<file path="src/rtl/prbs_chk.sv">
// Receive-side PRBS checker for 128 independent lanes carrying the x^32 LFSR (taps 31,21,1,0).
// Every lane predicts its next bit from its own received history, so no seed exchange is needed.

module prbs_lane (
  input  logic ck,
  input  logic rst,
  input  logic i_acc,
  input  logic i_rx,
  output logic o_mis
);
  logic [31:0] r_h;

  // The received bit is shifted in, not the predicted one. This makes a flipped bit echo at +1, +2, +22 and +32.
  always_ff @(posedge ck or posedge rst) begin
    if (rst)        r_h <= '0;
    else if (i_acc) r_h <= {r_h[30:0], i_rx};
  end

  assign o_mis = i_rx ^ (r_h[31] ^ r_h[21] ^ r_h[1] ^ r_h[0]);
endmodule


</file>
<file path="config.mk">
export PLATFORM = sky130hd
export DESIGN_NAME = prbs_lane
export DESIGN_NICKNAME = d
export VERILOG_FILES = /design/src/rtl/prbs_chk.sv
export SDC_FILE = /design/constraint.sdc
export NUM_CORES = 1
export LEC_CHECK = 0
export ABC_CLOCK_PERIOD_IN_PS = 1400
export CORE_MARGIN = 5
export CORE_UTILIZATION = 57
export CTS_CLUSTER_DIAMETER = 200
export DETAILED_ROUTE_END_ITERATION = 7
export GPL_TIMING_DRIVEN = 0
export PLACE_DENSITY = 0.75
export SYNTH_ARGS = -nofsm -noshare
export SYNTH_HDL_FRONTEND = slang
export SYNTH_SLANG_ARGS = --single-unit
</file>
<file path="constraint.sdc">
create_clock -name ck -period 1.4 [get_ports ck]
set_input_delay 0.28 -clock ck [delete_from_list [all_inputs] [get_ports ck]]
set_output_delay 0.28 -clock ck [all_outputs]
set_load 0.02 [all_outputs]
</file>
==> metrics.md, run 1 <==
| Metric | Value |
|---|---|
| Status | finished with violations |
| Violated checks | negative setup slack |
| Layout Skew | 6.26 ps |
| Lkg Pwr | 0.654 nW |
| DR WL met3 | 57 um |
| Area contributors post-synth | dfrtp_1 63%, mux2_2 22%, mux2_4 4.7% |
| CP startpoint | r_h[31] |
| Htree depth | 2 |
| Starting Density | 58.3% |
| Post-route ant nets | 0 |
| Max-cap violations | 0 |
| Worst r2r src | r_h[0] |
| Clock tree buffer depth | 2 |
| DR WL/cell | 13.8 um |
| TNS Setup | -278 ps |
| Worst path slowest cell | dfrtp_1 |
| Largest Register | r_h |
| Vias in the first global route | 613 |
| Final Hold Fails | 0 |
| Critical Path RT | 1120 ps |
| Worst Max-Slew Pin Slew | 655 ps |
| I/O pins | 5 |
| Mapped Cells | 72 |
| CP Max Fanout | 2 |
| Arrival time worst endpoint | 1400 ps |
| Critical Path Sink | o_mis |
| RSZ-0062 raised after global routing | true |
| Synthesized cell area | 1260 um2 |
| CTS buffer count | 5 |
| Vias per cell | 5.20 |
| Vias | 582 |
| Top flop regs | r_h: 32 flops |
| Worst reg2reg setup slack | 520 ps |
| Met2 routed WL | 750 um |
| Worst setup EP type | primary output |
| Total gr overflow | 0 |
| Syn-to-layout area delta | 10.7% |
| Max reg flops | 32 |
| CP max stage delay | 410 ps |
| Global Route Usage Sum | 12.0% |
| DRT Pass-1 Iters | 2 |
| Die W | 57.1 um |
| Count leader, synth | dfrtp_1 |
| Worst hold path class | primary input to flip-flop |
| Die Y | 57.1 um |
| Worst skew pair latency | 330 ps |
| Largest net degree at the start of global routing | 33 |
| Synth cell types | 9 |
| Core area | 2170 um2 |
| Highest routed layer | met4 |
| Post-synth top area share | 63.3% |
| Relative slew slack | 56.2% |
| Cell Chain, Critical Path | xnor3_1, xnor2_1, buf_4 |
| Layout cells sized above 1 | 52.4% |
| Post-Syn Nets | 76 |
| Initial DRC count | 9 |
| Synthesized area per cell | 17.6 um2 |
| Site row count | 17 |
| Dpl cells | 103 |
| DP HPWL | 1010 um |
| Fillers | 175 |
| # DRC | 0 |
| CTS Sinks | 32 |
| Clock Tree Root | clkbuf_4 |
| Max frequency | 0.596 GHz |
| Final wirelength | 1540 um |
| Ys async rst share | 100% |
| Initial antenna violation count | 0 |
| Startpoint types | flip-flop |
| #FFs+latches synth | 32 |
| Layout net count | 87 |
| Final setup viols | 1 |
| Sequential-to-total area share from yosys stat | 63.3% |
| Crit path kind | flip-flop to primary output |
| CTS tree | done |
| First-pass GRT wire length | 2790 um |
| Worst hold margin | 230 ps |
| Reg2reg end | r_h[1] |
| Post-synth EDFFs | 0 |
| DIE AREA | 3260 um2 |
| Yosys Warn Count | 0 |
| PD cells | 1820 nW/um2 |
| R2r worst-path depth | 2 |
| Post-Route M1 WL | 694 um |
| Top FF cell, synth | dfrtp_1 |
| Total power | 0.00255 W |
| # diodes | 0 |
| Final Non-Filler Cells | 112 |
| Worst-path clk slew | 100 ps |
| Fin crit period | 1680 ps |
| Final slew viol count | 0 |
| Final cycle utilization of the critical path | 120% |
| Yosys top cell by area | dfrtp_1 |
| GPL Wtd Cong | 0.603 |
| VDD IR max | 1.12 mV |
| Fin worst setup slack | -278 ps |
| Top post-synthesis cells by count | 32 x dfrtp_1, 25 x mux2_2, 4 x buf_6, 4 x mux2_4, 3 x mux2_1 |
| Port bufs | 3 |
-- power by group --
group	switching [W]	leakage [nW]	internal (W)	total [W]
clock	0.000295	0.0380	0.000239	0.000534
sequential	0.000170	0.398	0.00128	0.00145
combinational	0.000186	0.218	0.000374	0.000560
total	0.000652	0.654	0.00189	0.00254
-- worst min path at each step --
stage	from	end	slack (ps)	depth (start not counted)
final	i_acc	r_h[9]	230	2
after global routing	i_acc	r_h[9]	200	2
after CTS	i_acc	r_h[9]	210	2
after detailed placement	r_h[11]	r_h[11]	480	1
after global placement	r_h[10]	r_h[10]	460	1
after floorplan	rst	r_h[0]	400	1
-- cells in the final DEF, fill, tap and decap left out --
cell type and instances:
buf_4 2, buf_6 4, clkbuf_4 5, clkbuf_8 1, clkdlybuf4s50_1 2, clkinv_2 2
clkinvlp_4 1, dfrtp_1 32, mux2_1 3, mux2_2 25, mux2_4 4, xnor2_1 1
xnor3_1 1, xor2_1 1
-- worst max-delay path, delay by kind of cell, from the launching register on --
kind / cells / cell delay (ps)
DFF: 1 / 410
buffers and inverters: 1 / 160
xor gates and xnor gates: 2 / 500
-- cells by family (layout without fill, tap and decap cells) --
kind of cell,count (synthesis),count (layout),share of synthesized area [%]
buf+inv,5,17,3.86
mux,32,32,29.7
xor+xnor,3,3,3.17
flops,32,32,63.3
-- per-stage QoR --
step / instance area, um2 / utilization [%] / setup WS (ps)
6_report: 1400 / 64.5 / -278
3_3_place_gp: 1330 / 61.3 / -575
2_1_floorplan: 1260 / - / 5.77
4_1_cts: 1400 / 64.4 / -301
3_5_place_dp: 1330 / 61.3 / -611
5_1_grt: 1400 / 64.5 / -377
-- repair_timing --
item | 4_1_cts | 5_1_grt
resized for setup | 6 | 1
buffers inserted | 1 | 0
hold buffers | 0 | 0
endpoints found under the setup margin | 1 | 33
gates cloned | 0 | 0
pin swaps | 1 | 0
-- metal layers --
metal | vias to the layer above | global-route usage (%)
li1 | 270 | -
met1 | 297 | 14.1
met2 | 8 | 16.2
met5 | - | 0
met3 | 7 | 6.79
met4 | 0 | 8.94
-- area by class of cell --
class / count / area, um2 / area share, %
multi-input combinational: 35 / 415 / 29.7
clock inverter: 2 / 10.0 / 0.715
buffer: 4 / 45.0 / 3.22
inverter: 1 / 7.51 / 0.536
sequential: 32 / 801 / 57.2
clock buffer: 6 / 51.3 / 3.66
timing repair buffer: 4 / 35.0 / 2.50
tap: 28 / 35.0 / 2.50
Note: power is estimated with default switching activity, not from simulation.
==> inputs of run 2 (changes only) <==
CTS_CLUSTER_DIAMETER = default   (was 200)
==> results of run 2 <==
The final DEF is identical to that of run 1; final timing and power are the same.
==> inputs of run 3 (changes only) <==
REMOVE_ABC_BUFFERS = 1   (was default)
==> run 3 against run 2 <==
The flow still finishes with violations (negative setup slack). Die area unchanged. Clock skew increased by 3.8 ps. Final cell count decreased by 2.7%. Clock power about the same. Fmax decreased by 2.2%. Sequential power about the same. Highest routed layer unchanged. Setup slack got worse by 38 ps. Design area decreased by 2.1%. Register-to-register slack got worse by 30 ps. Core utilization decreased by 1.3 points. Power increased by 0.19%. Critical path depth unchanged.
==> metrics.md, run 3 (synthesis gave the netlist of run 1 again) <==
| Metric | Value |
|---|---|
| Die Y | 57.1 um |
| Initial antenna violation count | 0 |
| Port bufs | 4 |
| Clock tree buffer depth | 2 |
| Highest routed layer | met4 |
| PD cells | 1860 nW/um2 |
| Critical Path RT | 1120 ps |
| # DRC | 0 |
| Post-Route M1 WL | 662 um |
| Top flop regs | r_h: 32 flops |
| Place WS | -868 ps |
| Most frequent cells in the layout | 32 x dfrtp_1, 25 x mux2_2, 5 x clkbuf_4 |
| Layout cells sized above 1 | 49.4% |
| Final cycle utilization of the critical path | 123% |
| Largest net degree at the start of global routing | 33 |
| Sw Ratio | 25.2% |
| Worst Max-Slew Pin Slew | 774 ps |
| Layout net count | 84 |
| Worst skew pair latency | 330 ps |
| Post-route ant nets | 0 |
| CTS buffer count | 5 |
| Total power | 0.00255 W |
| Relative slew slack | 48.4% |
| Flop pwr share | 56.7% |
| Clock power frac | 21.0% |
| Clock Tree Root | clkbuf_4 |
| Cell Chain, Critical Path | xnor3_1, xnor2_2, buf_4 |
| Syn-to-layout area delta | 8.41% |
| Commonest non-fill, non-tap cell in the layout | dfrtp_1 |
| Worst-path clk slew | 100 ps |
| Die W | 57.1 um |
| Worst hold path class | primary input to async pin |
| Internal | 0.00191 W |
| Crit path buf inv count | 1 |
| Fin worst setup slack | -317 ps |
| Gate power share | 22.3% |
| DR WL met3 | 84 um |
| GPL Wtd Cong | 0.626 |
| Initial DRC count | 3 |
| DP HPWL | 898 um |
| Largest Register | r_h |
| Arrival time worst endpoint | 1440 ps |
| Worst hold margin | 381 ps |
| DIE AREA | 3260 um2 |
| Vias | 569 |
| Crit path kind | flip-flop to primary output |
| # diodes | 0 |
| Site row count | 17 |
| Starting Density | 58.3% |
| Violated checks | negative setup slack |
| Worst path slowest cell | xnor3_1 |
| Fin crit period | 1720 ps |
| Family with the most delay on the worst path | XOR/XNOR gates |
| Final wirelength | 1440 um |
| Final setup viols | 1 |
| Worst setup EP type | primary output |
| RSZ-0062 raised after global routing | true |
| Final Hold Fails | 0 |
| Vias in the first global route | 630 |
| Max-cap violations | 0 |
| CP max stage delay | 430 ps |
| Met2 routed WL | 655 um |
| Core area | 2170 um2 |
| Layout Skew | 10.1 ps |
| VDD IR max | 1.19 mV |
| CTS Sinks | 32 |
| DR WL/cell | 13.2 um |
| Final slew viol count | 0 |
| Vias per cell | 5.22 |
| Hold buffers post-CTS | 0 |
| Post-route cell area | 1370 um2 |
| DRT Pass-1 Iters | 2 |
| Startpoint types | flip-flop |
| I/O pins | 5 |
| CTS tree | done |
| Placed Area | 1290 um2 |
| Max frequency | 0.583 GHz |
| Htree depth | 2 |
| Total gr overflow | 0 |
| Max reg flops | 32 |
| First-pass GRT wire length | 2790 um |
| CP Max Fanout | 2 |
| Lkg Pwr | 0.634 nW |
| Status | finished with violations |
| Switching power | 0.000642 W |
| Global Route Usage Sum | 11.5% |
[run 3: per-stage QoR]
step / util (%) / instances / TNS, ps
2_1_floorplan: - / 68 / 0
3_3_place_gp: 59.7 / 100 / -33770
3_5_place_dp: 59.7 / 100 / -36990
4_1_cts: 62.7 / 109 / -314
5_1_grt: 63.2 / 109 / -414
6_report: 63.2 / 109 / -317
[run 3: final timing paths]
kind	startpoint	to	slack, ps	cells after the start
hold / removal	rst	r_h[0]	380	2
min in group ck	r_h[10]	r_h[11]	490	1
hold reg to reg	r_h[10]	r_h[11]	490	1
setup reg to reg	r_h[0]	r_h[0]	490	2
max in group asynchronous	rst	r_h[6]	650	2
setup / recovery	r_h[0]	o_mis	-320	3
[run 3: area by class of cell]
cell class / instances / area [um2]
clock buffer: 8 / 58.8
fill: 178 / 798
inverter: 1 / 7.51
multi-input combinational: 35 / 423
sequential: 32 / 801
tap: 28 / 35.0
timing repair buffer: 5 / 46.3
[run 3: timing repair]
action / in CTS / in global routing
buffers inserted: 1 / 0
pin swaps: 1 / 0
endpoints found under the hold margin: 0 / 0
gates resized for setup: 9 / 2
endpoints found under the setup margin: 33 / 33
[run 3: power groups by stage]
stage | Combinational, W | Clock [W] | Sequential [W]
after floorplan | 0.000461 | 0 | 0.00141
after global placement | 0.000558 | 0 | 0.00145
after detailed placement | 0.000576 | 0 | 0.00147
after CTS | 0.000557 | 0.000558 | 0.00145
after global routing | 0.000632 | 0.000621 | 0.00150
final | 0.000569 | 0.000535 | 0.00145
[run 3: layer usage]
metal / global-route usage, % / vias up
met2: 17.0 / 11
li1: - / 267
met3: 5.66 / 4
met5: 0 / -
met4: 6.95 / 0
met1: 13.5 / 287
